<file path="src/rtl/shift_rows_pipe.sv">
`default_nettype none
// =============================================================================
// Module      : shift_rows_pipe
// Description : AES/Rijndael ShiftRows (forward / inverse / bypass) applied at
//               acceptance, results buffered in a 2-entry in-order FIFO.
// Revision    : 1.0 - initial release
// =============================================================================
module shift_rows_pipe #(
   parameter int NB    = 4,
   parameter int CNT_W = 16
) (
   input  logic               clk,
   input  logic               rst_n,
   input  logic               in_valid,
   output logic               in_ready,
   input  logic [1:0]         in_mode,
   input  logic [32*NB-1:0]   in_data,
   output logic               out_valid,
   input  logic               out_ready,
   output logic [32*NB-1:0]   out_data,
   output logic               out_mode_err,
   output logic [CNT_W-1:0]   xfer_cnt
);

   localparam int         W          = 32 * NB;
   localparam logic [1:0] C_MODE_FWD = 2'b00;
   localparam logic [1:0] C_MODE_INV = 2'b01;
   localparam logic [1:0] C_MODE_RSV = 2'b11;
   localparam logic [1:0] C_FULL     = 2'd2;

   // Rijndael row offsets: 256-bit blocks skip offset 2 on the lower rows.
   function automatic int row_shift(input int r);
      if (NB == 8)
         return (r < 2) ? r : r + 1;
      else
         return r;
   endfunction

   generate
      if (!(NB == 4 || NB == 6 || NB == 8)) begin : g_bad_nb
         $fatal(1, "shift_rows_pipe: NB=%0d is not one of 4, 6, 8", NB);
      end
   endgenerate

   // ---------------------------------------------------------------------
   // Byte permutation network (pure wiring)
   // ---------------------------------------------------------------------
   logic [W-1:0] w_fwd;
   logic [W-1:0] w_inv;
   logic [W-1:0] w_xform;
   logic         w_err;

   generate
      for (genvar c = 0; c < NB; c++) begin : g_col
         for (genvar r = 0; r < 4; r++) begin : g_row
            localparam int S  = row_shift(r);
            localparam int K  = 4 * c + r;
            localparam int KF = 4 * ((c + S) % NB) + r;
            localparam int KI = 4 * ((c + NB - S) % NB) + r;
            assign w_fwd[W-1-8*K -: 8] = in_data[W-1-8*KF -: 8];
            assign w_inv[W-1-8*K -: 8] = in_data[W-1-8*KI -: 8];
         end
      end
   endgenerate

   always_comb begin
      w_xform = in_data;
      case (in_mode)
         C_MODE_FWD: w_xform = w_fwd;
         C_MODE_INV: w_xform = w_inv;
         default:    w_xform = in_data;
      endcase
   end

   assign w_err = (in_mode == C_MODE_RSV);

   // ---------------------------------------------------------------------
   // Two-entry FIFO
   // ---------------------------------------------------------------------
   logic [W-1:0]     r_data [2];
   logic [1:0]       r_err;
   logic             r_wr_ptr;
   logic             r_rd_ptr;
   logic [1:0]       r_count;
   logic             r_live;
   logic [CNT_W-1:0] r_xfer_cnt;
   logic             w_push;
   logic             w_pop;

   // r_live holds in_ready low until the first edge after reset release.
   assign in_ready     = r_live && (r_count != C_FULL);
   assign out_valid    = (r_count != 2'd0);
   assign out_data     = r_data[r_rd_ptr];
   assign out_mode_err = out_valid && r_err[r_rd_ptr];
   assign xfer_cnt     = r_xfer_cnt;

   assign w_push = in_valid && in_ready;
   assign w_pop  = out_valid && out_ready;

   always_ff @(posedge clk or negedge rst_n) begin
      if (!rst_n) begin
         for (int i = 0; i < 2; i++) begin
            r_data[i] <= '0;
         end
         r_err      <= '0;
         r_wr_ptr   <= 1'b0;
         r_rd_ptr   <= 1'b0;
         r_count    <= 2'd0;
         r_live     <= 1'b0;
         r_xfer_cnt <= '0;
      end else begin
         r_live <= 1'b1;
         if (w_push) begin
            r_data[r_wr_ptr] <= w_xform;
            r_err[r_wr_ptr]  <= w_err;
            r_wr_ptr         <= ~r_wr_ptr;
         end
         if (w_pop) begin
            r_rd_ptr   <= ~r_rd_ptr;
            r_xfer_cnt <= r_xfer_cnt + CNT_W'(1);
         end
         case ({w_push, w_pop})
            2'b10:   r_count <= r_count + 2'd1;
            2'b01:   r_count <= r_count - 2'd1;
            default: r_count <= r_count;
         endcase
      end
   end

endmodule
`default_nettype wire

</file>
<file path="config.mk">
export PLATFORM = sky130hd
export DESIGN_NAME = shift_rows_pipe
export DESIGN_NICKNAME = d
export VERILOG_FILES = /design/src/rtl/shift_rows_pipe.sv
export SDC_FILE = /design/constraint.sdc
export NUM_CORES = 1
export LEC_CHECK = 0
export ABC_AREA = 1
export BUFFER_PORTS_ARGS = -buffer_cell sky130_fd_sc_hd__buf_4
export CORE_MARGIN = 4
export CORE_UTILIZATION = 35
export CTS_BUF_LIST = sky130_fd_sc_hd__clkbuf_2 sky130_fd_sc_hd__clkbuf_4 sky130_fd_sc_hd__clkbuf_8
export DETAILED_ROUTE_END_ITERATION = 16
export PLACE_DENSITY_LB_ADDON = 0.05
export SYNTH_ARGS = -nofsm -noshare
export SYNTH_HDL_FRONTEND = slang
export SYNTH_SLANG_ARGS = --single-unit
</file>
<file path="constraint.sdc">
create_clock -name clk -period 2.4 [get_ports clk]
set_clock_uncertainty 0.15 [all_clocks]
set_input_delay 0.48 -clock clk [delete_from_list [all_inputs] [get_ports clk]]
set_output_delay 0.48 -clock clk [all_outputs]
set_load 0.01 [all_outputs]
</file>
# After elaboration in Yosys (flattened, before gate mapping)
# Cells that the tools add are included.
[op_classes]
n_addsub = 3
n_div = 0
mul = 0
n_bitwise = 4
n_mux = 13
n_eq_ne = 5
n_reduce_logical = 9
n_lt_le_gt_ge = 6
shifts = 0
[op_table]
columns = ["operator", "n"]
rows = [
  ["2-to-1 mux 128 bit", 4],
  ["bitwise mux 256 bit", 1],
  ["case mux 120 bit (2 select lines)", 1],
  ["demux 128 bit (select 1 bit)", 1],
  ["adder 16 x 1 -> 16 bit (second input constant)", 1],
  ["logical AND 1 bit", 6],
  ["equality test 2 x 1 -> 1 bit (second input constant)", 2],
  ["equality test 2 bit (second input constant)", 2],
  ["greater-or-equal comparator 2 bit (second input constant)", 2],
  ["less-than comparator 1 x 2 -> 1 bit (second input constant)", 2],
  ["inverter 1 -> 2 bit", 2],
  ["case mux 2 bit (2 select lines)", 1],
  ["nonzero test 2 bit", 2],
  ["2-to-1 mux 1 bit", 3],
  ["adder 2 x 1 -> 2 bit (second input constant)", 1],
  ["bitwise mux 2 bit", 1],
  ["logical NOT 2 bit", 1],
  ["less-than comparator 2 x 1 -> 1 bit (second input constant)", 1],
  ["inequality test 2 bit (second input constant)", 1],
  ["inverter 1 bit", 2],
  ["subtractor 2 x 1 -> 2 bit (second input constant)", 1],
  ["demux 1 bit (select 1 bit)", 1],
  ["greater-or-equal comparator 1 bit (second input constant)", 1],
]
[word_totals]
input_bits = 134
wordCells = 48
latchBits = 0
ramBits = 0
mem_count = 0
regBits = 279
mem_bits_ro = 0

# Longest topological paths before layout
[depth]
depth_word = 6
mapped_depth = 8
ltp_nobuf = 8

# Worst setup path before layout
# No wires, ideal clock.
[synth_path]
path_kind = "register -> output"
startpoint = "register r_rd_ptr"
endpoint = "output port out_data[120]"
n_path_buf = 3
slack_ps = 461
required_time_ps = 1770
path_stages_with_launch = 7
arrival_ps = 1309
cell_sequence = "dfrtp_1 buf_2 clkbuf_1 clkinv_1 clkbuf_1 nand2_1 nand2_1"
[synth_between]
elab_chain_len = 4
[synth_lines]
columns = ["item", "line", "text"]
rows = [
  ["start: declaration", "83", "logic r_rd_ptr;"],
  ["start signal: assignment", "119", "r_rd_ptr <= ~r_rd_ptr;"],
  ["inverter 1 -> 2 bit (implied by the code)", "93", "assign out_data = r_data[r_rd_ptr];"],
  ["2-to-1 mux 128 bit (implied by the code) (3 in series)", "93", ""],
  ["end: declaration", "20", "output logic [32*NB-1:0] out_data,"],
]
# No other way between the ends. The select of a mux whose other input is x is not followed.

# Worst setup path after layout
[layout_path]
startpoint = "register r_rd_ptr"
endpoint = "output port out_data[35]"
# The elaborated chain is that of the path after synthesis.

==> flow_summary.yaml <==
route:
  m1WireLength_microns: 21730
  final_antenna_net_count: 0
  met2_length_microns: 20760
  wl_met3_microns: 3170
  route.detailed.drc: 0
  wl_microns: 46640
  wl_per_cell_microns: 17.06
  routed-via-count: 12940
  vias_per_cell: 4.734
  top_layer_used: "met5"
  drt_iter0_drc: 859
  first_pass_iters: 6
worst_setup_path:
  r2r_setup_slack_ns: 0.52
  crit_required_ns: 1.77
  cp-start-kind: "flop"
  reg2reg_to: "r_data[162]"
  critPathArrivalTime_ns: 1.89
  cp-end-kind: "output port"
  path_class: "flop to output port"
  reg2reg_depth: 7
  r2r_start: "r_count[0]"
  crit_fanout: 12
synth:
  synth_xor_area_share_pct: 0.7069
  yosysSeqAreaShare_pct: 51.23
  synth_fa_ha_area_share_pct: 0.1836
  syn-num-nets: 2005
  synth-seq-cells: 279
  syn_area_sq_mm: 0.01363
  synthSimpleGateAreaFrac_pct: 28.69
  synth_top_family_by_area: "simple AND/OR/NAND/NOR gates"
  synth.avg_cell_area_sq_um: 7.292
  synth_cells: 1869
  muxShareOfSynthArea_pct: 0
  yosysUniqueCellTypes: 25
  synth_compound_area_share_pct: 10.90
  yosys_warnings: 0
timing:
  layout_min_cycle_time_ns: 2.519
  slew_violations: 0
  setup_slack_ns: -0.1190
  relSlewSlack_pct: 57.42
  max_freq_ghz: 0.3970
  setup_viol: 98
  finalHoldViolations: 0
  fin_crit_sh_pct: 105.0
  worst_pin_slew_ns: 0.6386
  rsz0062_at_grt: "yes"
min_path:
  whs_path_depth: 5
  hold_path.class: "input pin to flop"
  min_from: "in_data[64]"
  hold_end: "r_data[96]"
clock_network:
  clkTransAtPathRegs_ns: 0.06
  root_buffer: "clkbuf_8"
  clk_latency_ns: 0.61
  cts_buffer_depth: 3
  h-tree-depth: 2
  clkSinkCount: 279
  cts_buffers: 53
  cts_tree: "done"
pwr:
  pwr_density_cell_mw_per_mm2: 1301
  p_total_uw: 24460
  p_leak_uw: 0.009707
  max-vdd-ir-drop_mv: 0.6005
floorplan:
  die_h_microns: 205.3
  initial_core_util_pct: 35.35
  die_w_microns: 205.3
  num_io_pins: 281
  rows: 72
  coreArea_sq_mm: 0.03856
  dieArea_sq_mm: 0.04216
global_routing:
  overflow: 0
  grt_pass1_wl_microns: 71550
  grt_pass1_vias: 12260
  antenna_found_initial: 4
  grt_util_all_layers_pct: 21.71
  grt_max_degree: 88
cells_and_area:
  final_cell_mix: "859 x nand2_1, 278 x dfrtp_1, 272 x buf_4, 162 x inv_1, 156 x o21ai_0"
  final_common_cell: "nand2_1"
  postLayoutCellArea_sq_mm: 0.01880
  antenna_cells: 0
  area_growth_pct: 37.98
  nets: 2310
  final_core_util_pct: 48.77
  final_cells: 2733
  layout-drive-gt1-share_pct: 23.88
  fillers: 3942
placement:
  dpl_cell_area_sq_mm: 0.01635
  pre_cts_slack_ns: 0.3786
  gp_congestion: 0.8336
  place_inst: 2589
  port_buffers: 280
  dp_hpwl_microns: 30920
run_status:
  status: "finished with violations"
  violations: "setup timing"
flow_run:
  cap_violations: 0
stage by stage:
stage,TNS [ns],hold slack (ns)
after floorplan,0,0.03441
after global placement,0,0.3092
after detailed placement,0,0.3102
after CTS,-12.52,0.01446
after global routing,-17.09,0.05058
final,-5.139,0.06880
how the worst max path moves through the flow:
stage | from | endpoint | slack, ns | cells after the start
final | r_rd_ptr | out_data[35] | -0.12 | 4
after global routing | r_rd_ptr | out_data[42] | -0.20 | 5
after CTS | r_rd_ptr | out_data[50] | -0.17 | 5
after detailed placement | r_rd_ptr | out_data[96] | 0.38 | 3
after global placement | r_rd_ptr | out_data[68] | 0.39 | 4
after floorplan | r_rd_ptr | out_data[120] | 0.46 | 6
cells in the mapped netlist, drive strengths merged:
master,instances,share of area (%)
nand3,73,2.8
xor2,8,0.51
ha,2,0.18
nand2,889,24
nor2,34,0.99
clkbuf,53,1.5
conb,1,0.028
inv,165,4.5
nor3,2,0.073
o21ai,275,10
a21oi,18,0.66
buf,57,2.2
clkinv,1,0.028
nand3b,2,0.11
nand4,5,0.23
a21boi,1,0.14
dfrtp,279,51
and2,1,0.046
xnor2,3,0.19
power breakdown:
group	total [uW]	leakage (uW)	switching [uW]	internal, uW
sequential	7910	0.00348	1060	6850
clock	4980	0.000616	2100	2870
combinational	11600	0.00561	6360	5210
registers in the layout (all words and copies together) (netlist names):
| signal | count |
|---|---|
| r_count | 2 |
| r_data | 256 |
| r_wr_ptr | 1 |
| r_rd_ptr | 1 |
| xfer_cnt | 16 |
| r_err | 2 |
| r_live | 1 |
cells by family after synthesis:
family | Yosys count
other | 1
AO/OA/AOI/OAI | 294
adder cells (fa/ha/maj) | 2
buffers and inverters | 276
XOR/XNOR | 11
AND/OR/NAND/NOR | 1006
flip-flops | 279
timing repair:
item                       4_1_cts  5_1_grt
pin swaps                        4        4
resized for setup              204       53
hold buffers                    34        0
buffers inserted                 3        0
hold endpoints to repair       112        0
gates cloned                     8        3
setup endpoints to repair      128      128
worst max-delay path, stage by stage, from the launching register on:
cell and delay, ns:
dfrtp_4 0.49, buf_12 0.17, bufbuf_16 0.30, o21ai_1 0.15, buf_4 0.14
layout make-up:
class	count	area (sq um)	share of cell area, %
Sequential cell	279	6985	37.15
Timing Repair Buffer	360	3401	18.09
Tap cell	518	648.1	3.447
Inverter	166	641.9	3.413
Multi-Input combinational cell	1314	5986	31.83
Clock inverter	7	42.54	0.2262
Clock buffer	89	1100	5.849
layer usage:
layer  GRT usage, %  vias up
met4          5.861        8
met2          32.77      392
met1          31.53     6060
met5              0        -
li1               -     6409
met3          4.933       70
(Power assumes the default switching activity.)
